==> config.mk <==
export PLATFORM = sky130hd
export DESIGN_NAME = rvga_membus_arbiter
export DESIGN_NICKNAME = d
export VERILOG_FILES = /design/src/rtl/rvga_membus_arbiter_pkg.sv /design/src/rtl/rvga_membus_arbiter_rr_picker.sv /design/src/rtl/rvga_membus_arbiter.sv
export SDC_FILE = /design/constraint.sdc
export NUM_CORES = 1
export LEC_CHECK = 0
export CAP_MARGIN = 10
export CORE_MARGIN = 8
export CORE_UTILIZATION = 30
export DETAILED_ROUTE_END_ITERATION = 10
export GPL_TIMING_DRIVEN = 0
export PLACE_DENSITY_LB_ADDON = 0.05
export SETUP_SLACK_MARGIN = 0.2
export SLEW_MARGIN = 20
export SYNTH_ARGS = -nofsm -noshare
export SYNTH_HDL_FRONTEND = slang
export SYNTH_HIERARCHICAL = 1
export SYNTH_SLANG_ARGS = --single-unit
==> constraint.sdc <==
create_clock -name clk_i -period 10.7 [get_ports clk_i]
set_input_delay 2.14 -clock clk_i [delete_from_list [all_inputs] [get_ports clk_i]]
set_output_delay 2.14 -clock clk_i [all_outputs]
set_load 0.005 [all_outputs]
==> src/rtl/rvga_membus_arbiter_pkg.sv <==
// Shared types and width helpers for the rvga memory-bus arbiter.
package rvga_membus_arbiter_pkg;

   typedef enum logic [1:0] {
      ARB_IDLE = 2'd0,
      ARB_BUSY = 2'd1,
      ARB_RESP = 2'd2
   } membus_arb_state_e;

   function automatic int idx_width(input int n);
      return (n > 1) ? $clog2(n) : 1;
   endfunction

   // The counter must be able to hold TIMEOUT itself; a disabled timeout still gets one bit.
   function automatic int cnt_width(input int t);
      return (t > 0) ? $clog2(t + 1) : 1;
   endfunction

endpackage

==> src/rtl/rvga_membus_arbiter_rr_picker.sv <==
// Combinational round-robin picker: first set request at or after ptr, wrapping modulo N.
module rvga_rr_picker #(
   parameter int N     = 2,
   parameter int IDX_W = 1
) (
   input  logic [N-1:0]     req_i,
   input  logic [IDX_W-1:0] ptr_i,
   output logic             valid_o,
   output logic [IDX_W-1:0] idx_o
);

   always_comb begin
      int cand;
      valid_o = 1'b0;
      idx_o   = '0;
      cand    = 0;
      // Walk from the farthest offset down so the nearest requester is the last one written.
      for (int i = N - 1; i >= 0; i--) begin
         cand = int'(ptr_i) + i;
         if (cand >= N) cand = cand - N;
         if (req_i[cand]) begin
            valid_o = 1'b1;
            idx_o   = IDX_W'(cand);
         end
      end
   end

endmodule

==> src/rtl/rvga_membus_arbiter.sv <==
// Round-robin arbiter joining NUM_MASTERS membus masters onto one slave, with byte mask and response timeout.
module rvga_membus_arbiter
   import rvga_membus_arbiter_pkg::*;
#(
   parameter int NUM_MASTERS = 2,
   parameter int ADDR_W      = 32,
   parameter int DATA_W      = 32,
   parameter int TIMEOUT     = 256
) (
   input  logic                            clk_i,
   input  logic                            reset_i,
   input  logic [NUM_MASTERS*ADDR_W-1:0]   m_addr_i,
   input  logic [NUM_MASTERS-1:0]          m_read_i,
   input  logic [NUM_MASTERS-1:0]          m_write_i,
   input  logic [NUM_MASTERS*DATA_W-1:0]   m_wdata_i,
   input  logic [NUM_MASTERS*DATA_W/8-1:0] m_wmask_i,
   output logic [DATA_W-1:0]               m_rdata_o,
   output logic [NUM_MASTERS-1:0]          m_resp_o,
   output logic                            m_err_o,
   output logic [ADDR_W-1:0]               s_addr_o,
   output logic                            s_read_o,
   output logic                            s_write_o,
   output logic [DATA_W-1:0]               s_wdata_o,
   output logic [DATA_W/8-1:0]             s_wmask_o,
   input  logic [DATA_W-1:0]               s_rdata_i,
   input  logic                            s_resp_i
);

   localparam int IDX_W  = idx_width(NUM_MASTERS);
   localparam int MASK_W = DATA_W / 8;
   localparam int CNT_W  = cnt_width(TIMEOUT);

   typedef struct packed {
      logic [ADDR_W-1:0] addr;
      logic              read;
      logic              write;
      logic [DATA_W-1:0] wdata;
      logic [MASK_W-1:0] wmask;
   } membus_req_t;

   membus_arb_state_e      state_q;
   logic [IDX_W-1:0]       ptr_q;
   logic [IDX_W-1:0]       grant_q;
   membus_req_t            req_q;
   logic [CNT_W-1:0]       cnt_q;
   logic [DATA_W-1:0]      rdata_q;
   logic                   err_q;
   logic [NUM_MASTERS-1:0] resp_q;

   logic [NUM_MASTERS-1:0] req_vec;
   logic                   pick_valid;
   logic [IDX_W-1:0]       pick_idx;
   membus_req_t            pick_req;
   logic                   timeout_hit;

   assign req_vec = m_read_i | m_write_i;

   rvga_rr_picker #(
      .N     (NUM_MASTERS),
      .IDX_W (IDX_W)
   ) u_picker (
      .req_i   (req_vec),
      .ptr_i   (ptr_q),
      .valid_o (pick_valid),
      .idx_o   (pick_idx)
   );

   // Read wins over write; the write fields of a read request are dropped.
   always_comb begin
      pick_req = '0;
      for (int k = 0; k < NUM_MASTERS; k++) begin
         if (pick_idx == IDX_W'(k)) begin
            pick_req.addr  = m_addr_i[k*ADDR_W +: ADDR_W];
            pick_req.read  = m_read_i[k];
            pick_req.write = m_write_i[k] & ~m_read_i[k];
            if (m_write_i[k] && !m_read_i[k]) begin
               pick_req.wdata = m_wdata_i[k*DATA_W +: DATA_W];
               pick_req.wmask = m_wmask_i[k*MASK_W +: MASK_W];
            end
         end
      end
   end

   assign timeout_hit = (TIMEOUT != 0) && (cnt_q == CNT_W'(TIMEOUT - 1));

   always_ff @(posedge clk_i or posedge reset_i) begin
      if (reset_i) begin
         state_q <= ARB_IDLE;
         ptr_q   <= '0;
         grant_q <= '0;
         req_q   <= '0;
         cnt_q   <= '0;
         rdata_q <= '0;
         err_q   <= 1'b0;
         resp_q  <= '0;
      end else begin
         case (state_q)
            ARB_IDLE: begin
               resp_q <= '0;
               if (pick_valid) begin
                  grant_q <= pick_idx;
                  req_q   <= pick_req;
                  cnt_q   <= '0;
                  state_q <= ARB_BUSY;
               end
            end
            ARB_BUSY: begin
               if (cnt_q != '1) cnt_q <= cnt_q + 1'b1;
               // A slave reply in the timeout cycle still counts as a normal completion.
               if (s_resp_i) begin
                  rdata_q <= s_rdata_i;
                  err_q   <= 1'b0;
                  req_q   <= '0;
                  resp_q  <= NUM_MASTERS'(1) << grant_q;
                  state_q <= ARB_RESP;
               end else if (timeout_hit) begin
                  rdata_q <= '0;
                  err_q   <= 1'b1;
                  req_q   <= '0;
                  resp_q  <= NUM_MASTERS'(1) << grant_q;
                  state_q <= ARB_RESP;
               end
            end
            ARB_RESP: begin
               resp_q  <= '0;
               ptr_q   <= (grant_q == IDX_W'(NUM_MASTERS - 1)) ? '0 : grant_q + 1'b1;
               state_q <= ARB_IDLE;
            end
            default: state_q <= ARB_IDLE;
         endcase
      end
   end

   assign m_rdata_o = rdata_q;
   assign m_resp_o  = resp_q;
   assign m_err_o   = err_q;
   assign s_addr_o  = req_q.addr;
   assign s_read_o  = req_q.read;
   assign s_write_o = req_q.write;
   assign s_wdata_o = req_q.wdata;
   assign s_wmask_o = req_q.wmask;

endmodule
# --- Yosys cells after proc, flatten, opt, wreduce, memory -nomap -nowiden ---
# Index checks and enable logic that the tools add are counted.
totals:
  wordCells: 84
  inputBits: 175
  register_bits: 118
  out_inout_bits: 105
op_classes:
  reduce_logical: 15
  n_eq_ne: 7
  n_lt_le_gt_ge: 4
  n_addsub: 5
  n_mux: 35
  bitwise_logic: 5
  shift: 1
ops:
  columns: ["op", "n"]
  rows:
  - ["70-bit 2-to-1 mux", 5]
  - ["70-bit one-hot mux with 2 select lines", 1]
  - ["32-bit 2-to-1 mux", 4]
  - ["36-bit 2-to-1 mux", 2]
  - ["32-bit by 3-bit less-than comparator with 1-bit output, second input constant", 2]
  - ["32-bit by 3-bit >= comparator with 1-bit output, second input constant", 1]
  - ["32-bit by 3-bit subtractor with 32-bit output, second input constant", 1]
  - ["9-bit 2-to-1 mux", 2]
  - ["9-bit one-hot mux with 2 select lines", 1]
  - ["1-bit 2-to-1 mux", 13]
  - ["2-bit 2-to-1 mux", 5]
  - ["9-bit by 1-bit adder with 9-bit output, second input constant", 1]
  - ["9-bit by 8-bit equality test with 1-bit output, second input constant", 1]
  - ["9-bit != test, second input constant", 1]
  - ["2-bit one-hot mux with 2 select lines", 2]
  - ["2-bit AND reduction", 4]
  - ["3-bit AND reduction", 2]
  - ["2-bit nonzero test", 3]
  - ["2-bit != test, second input constant", 2]
  - ["3-bit != test, second input constant", 1]
  - ["1-bit by 2-bit subtractor with 3-bit output, second input constant", 1]
  - ["1-bit by 1-bit adder with 2-bit output, second input constant", 1]
  - ["1-bit AND", 2]
  - ["2-bit by 1-bit equality test with 1-bit output, second input constant", 1]
  - ["10 further kinds", 13]

# --- Depth between registers and ports, before layout ---
depth:
  depth_word: 13
  depth_mapped: 8
  mapped_depth_nobuf: 7

# --- Hierarchy ---
# The synthesis kept the hierarchy.
by_module_without_submodules:
  columns: ["mod", "area_per_inst_um2", "n_inst", "cells_per_inst", "seq_area_each_um2"]
  rows:
  - ["rvga_membus_arbiter", 5127.4, 1, 406, 2952.8]
  - ["rvga_rr_picker", 17.5, 1, 3, 0.0]

# --- Worst setup path before layout ---
# No wires, ideal clock.
synth_path:
  path_type: "input to register"
  start: "in m_read_i[1]"
  end: "reg req_q (netlist bit s_wmask_o[2])"
  cell_stages: 7
  required_time_ns: 10.634
  arrival_ns: 3.746
  setup_ns: 0.066
  setup_slack_ns: 6.888
  n_path_buf: 2
  cell_sequence: "or2_2 -> a21boi_1 -> buf_2 -> nor3b_1 -> clkbuf_1 -> and3_1 -> a221o_1"
synth_via:
  elab_chain_len: 11
  word_cells_on_any_way: 20
  classes_between: "1 x eq/ne; 15 x mux; 1 x bitwise; 3 x reduce/logical"
synth_lines:
  columns: ["item", "line", "text"]
  rows:
  - ["from (decl)", "rvga_membus_arbiter.sv:13", "input logic [NUM_MASTERS-1:0] m_read_i,"]
  - ["2-bit OR (*)", "rvga_membus_arbiter.sv:56", "assign req_vec = m_read_i | m_write_i;"]
  - ["1-bit 2-to-1 mux (not written as such) (3 in a row)", "rvga_membus_arbiter_rr_picker.sv:21", "if (req_i[cand]) begin"]
  - ["1-bit 2-to-1 mux", "rvga_membus_arbiter_rr_picker.sv:21", null]
  - ["1-bit 2-to-1 mux (*)", "rvga_membus_arbiter_rr_picker.sv:21", null]
  - ["net pick_idx", "rvga_membus_arbiter.sv:52", "logic [IDX_W-1:0] pick_idx;"]
  - ["70-bit 2-to-1 mux", "rvga_membus_arbiter.sv:72", "if (pick_idx == IDX_W'(k)) begin"]
  - ["36-bit 2-to-1 mux", "rvga_membus_arbiter.sv:76", "if (m_write_i[k] && !m_read_i[k]) begin"]
  - ["70-bit 2-to-1 mux (*)", "rvga_membus_arbiter.sv:72", null]
  - ["70-bit 2-to-1 mux (*)", "rvga_membus_arbiter.sv:100", "if (pick_valid) begin"]
  - ["70-bit one-hot mux with 2 select lines (*)", "rvga_membus_arbiter.sv:97", "case (state_q)"]
  - ["to (signal assigned)", "rvga_membus_arbiter.sv:102", "req_q <= pick_req;"]
  - ["to (decl)", "rvga_membus_arbiter.sv:44", "membus_req_t req_q;"]
# The timed path passes the listed nets; every way through them passes the cells marked *. The select of a mux whose other input is x is not followed.
# A chain may end at the register's enable or synchronous reset.

# --- Final worst setup path ---
layout_path:
  start: "in m_read_i[1]"
  end: "reg req_q (netlist bit s_addr_o[23])"
layout_via:
  word_cells_on_any_way: 17
  classes_between: "1 x eq/ne; 14 x mux; 1 x bitwise; 1 x reduce/logical"
layout_rtl:
  columns: ["item", "line", "text"]
  rows:
  - ["2-bit OR (*)", "rvga_membus_arbiter.sv:56", null]
  - ["net req_vec[1]", "rvga_membus_arbiter.sv:50", "logic [NUM_MASTERS-1:0] req_vec;"]
  - ["1-bit 2-to-1 mux (not written as such) (3 in a row)", "rvga_membus_arbiter_rr_picker.sv:21", null]
  - ["1-bit 2-to-1 mux", "rvga_membus_arbiter_rr_picker.sv:21", null]
  - ["1-bit 2-to-1 mux (*)", "rvga_membus_arbiter_rr_picker.sv:21", null]
  - ["net pick_valid", "rvga_membus_arbiter.sv:51", "logic pick_valid;"]
  - ["2-bit != test (no source line) (*)", null, null]
  - ["3-bit AND reduction (no source line) (*)", null, null]
# Marks and branches as above.

==> reports/metrics.cfg <==
[place]
dp.final_hpwl_um = 14400
place.port_buffers = 279
gp_congestion = 0.732
dp.cells = 914

[yosys]
synth_flop_cell = dfrtp_1
synth_edf_count = 0
synth_nets = 587
synth.distinct_cells = 36
yosys-top-cells-count = 118 x dfrtp_1, 38 x mux2i_1, 37 x and3_1, 33 x a22o_1
avgSynthCellArea_um2 = 12.6
ys_seq_area_share_pct = 57.4
synth_top_area_share_pct = 57.4
ys_seq_elements = 118
ys_warn_count = 6
synth_area_leaders = dfrtp_1 57%, mux2i_1 7.4%, a221o_2 5.7%
synth_async_sr_flop_share_pct = 100
syn_area_um2 = 5140
synth_most_common_cell = dfrtp_1
postSynthCellCount = 409
synth_top_area_cell = dfrtp_1

[clock_tree]
post-cts-setup-buffers = 0
clockBufferDepth = 2
postCtsHoldBufs = 0
cts.sinks = 118
tritoncts = built
worstSkewPairLatency_ps = 410
path_clk_slew_ps = 50
cts-root-buf = clkbuf_16
cts_made_buffers = 17
cts_resized = 0
htree_levels = 4

[critical_path]
cp.required_ps = 11030
cp-endpoint = s_addr_o[23]$_DFFE_PP0P_
reg2reg_depth = 8
end_kind = register
rr_endpoint = s_addr_o[23]$_DFFE_PP0P_
path_max_fanout = 10
arrival_ps = 4590
crit_slowest_cell = a21oi_1
slowest_delay_ps = 540
crit_chain = clkdlybuf4s50_1 -> or2_2 -> or2_1 -> nor3b_1 -> a21oi_1 -> clkbuf_1 -> o2bb2ai_1
crit_path_start = m_read_i[1]
crit_type = input pin to register
startpoint_type = input pin
r2r_slack_ps = 7960
r2r_start = cnt_q[5]$_DFFE_PP0P_

[sta]
period_minus_slack_ps = 4260
hold_violations = 0
slew_viol_final = 0
hold_slack_ps = 472
tns_ps = 0
maxSlewHeadroom_pct = 48.4
worst_pin_slew_ps = 775
rsz0062_at_grt = no
fin_crit_sh_pct = 39.8
setup_violations = 0
clock_skew_ps = 7.03
fmax_mhz = 235

[drt]
wl_um = 18600
viasPerCell = 4.90
drt.antenna.violating_nets = 0
first_iter_violations = 167
vias = 4644
drc = 0
drtPass1Iterations = 4
wire_per_inst_um = 19.6

[grt]
grt_pass1_wl_um = 28900
grt_pass1_vias = 5068
overflow = 0
antenna_found_initial = 1
track_usage_pct = 17.1
grt_max_degree = 72

[cells_and_area]
nets = 886
instances_no_fill = 947
drive_above_1_share_pct = 10.4
syn_to_final_growth_pct = 72.4

[floorplan]
die_x_um = 147
die_h_um = 147
rows = 48
coreArea_um2 = 17100
pin_count = 280
die-area_um2 = 21600
start_util_pct = 30.2

[power_and_ir_drop]
leakage_uw = 0.00404
irDropWorstVdd_mv = 0.115
power_density_nw_per_um2 = 249

[run]
maxCapViolCount = 0

[hold_path]
min_path_type = register to register

[outcome]
status = finished clean

[flip-flops by register name, summed over array words and instances, names as in the netlist, 2 cells and up]
name,count
cnt_q,9
s_wdata_o,32
s_wmask_o,4
s_addr_o,32
m_rdata_o,32
state_q,2
m_resp_o,2
[placed cells by master (no fill, tap or decap), types with 2 or more instances in the layout]
| master | count |
|---|---|
| and3_1 | 37 |
| a21o_1 | 18 |
| and2_1 | 2 |
| or2_2 | 3 |
| a221o_1 | 11 |
| a21oi_1 | 2 |
| clkbuf_16 | 17 |
| o2bb2ai_1 | 16 |
| clkinvlp_4 | 4 |
| clkinv_2 | 5 |
| inv_1 | 4 |
| buf_6 | 4 |
| bufinv_16 | 4 |
| nand2_1 | 12 |
| nor3b_1 | 2 |
| buf_2 | 6 |
| a221o_2 | 26 |
| clkbuf_1 | 27 |
| nand3_1 | 4 |
| clkdlybuf4s50_1 | 279 |
| dfrtp_1 | 118 |
| ha_1 | 3 |
| mux2i_1 | 38 |
| and4_1 | 2 |
| nor3_1 | 18 |
| nor2_1 | 4 |
| o21ai_0 | 4 |
| nand2b_1 | 2 |
| a22o_1 | 33 |
[cells by family (layout without fill, tap and decap cells)]
kind of cell / Yosys count / in the layout / synth area share (%)
AOI/OAI and AO/OA: 113 / 113 / 19.8
DFF: 118 / 118 / 57.4
other: 0 / 1 / 0
adders and majority gates: 3 / 3 / 0.730
and+or+nand+nor: 93 / 93 / 10.5
buffers and inverters: 42 / 354 / 3.79
muxes: 39 / 39 / 7.61
xor gates and xnor gates: 1 / 1 / 0.170
[routing by layer]
metal | up-vias | track usage [%] | share of wire [%]
met1 | 2273 | 20.7 | 44
met3 | 21 | 5.26 | 6.6
met4 | 0 | 6.48 | 2.1
met5 | - | 0 | 0
li1 | 2162 | - | -
met2 | 188 | 28.1 | 47
[where the power goes]
group	internal, uW	leakage (uW)	total, uW	switching [uW]
logic	519	0.00221	912	392
registers	614	0.00153	709	94.7
clock network	387	0.000291	591	204
[worst min-delay path by stage]
stage	depth (start not counted)	endpoint	from	slack, ps
3_5_place_dp	1	s_addr_o[11]$_DFFE_PP0P_	s_addr_o[11]$_DFFE_PP0P_	460
3_3_place_gp	1	s_addr_o[3]$_DFFE_PP0P_	s_addr_o[3]$_DFFE_PP0P_	460
5_1_grt	1	s_read_o$_DFFE_PP0P_	s_read_o$_DFFE_PP0P_	480
4_1_cts	1	s_addr_o[11]$_DFFE_PP0P_	s_addr_o[11]$_DFFE_PP0P_	480
6_report	1	s_addr_o[11]$_DFFE_PP0P_	s_addr_o[11]$_DFFE_PP0P_	470
2_1_floorplan	1	cnt_q[7]$_DFFE_PP0P_	cnt_q[7]$_DFFE_PP0P_	440
[critical path: cells and delay by family]
family / cells / cell delay, ps
buffers and inverters: 2 / 960
AND/OR/NAND/NOR: 3 / 760
AO/OA/AOI/OAI: 2 / 710
[cell type report]
class / count / area [um2]
Buffer: 37 / 176
Timing Repair Buffer: 280 / 2820
Multi-Input combinational cell: 249 / 2000
Clock inverter: 14 / 184
Fill cell: 1530 / 8180
Antenna cell: 1 / 2.50
Tap cell: 225 / 282
Inverter: 5 / 23.8
Clock buffer: 18 / 429
Sequential cell: 118 / 2950
[per-stage QoR]
step / util, % / power [uW] / cell area (um2) / worst slack, ps
3_3_place_gp: 48.2 / 1620 / 8220 / 3520
2_1_floorplan: - / 1110 / 5140 / 5430
6_report: 52.0 / 2210 / 8870 / 6440
4_1_cts: 52.0 / 2250 / 8860 / 6080
3_5_place_dp: 48.4 / 1640 / 8250 / 5670
5_1_grt: 52.0 / 2350 / 8870 / 6260
Power figures use the tool's default switching activity.
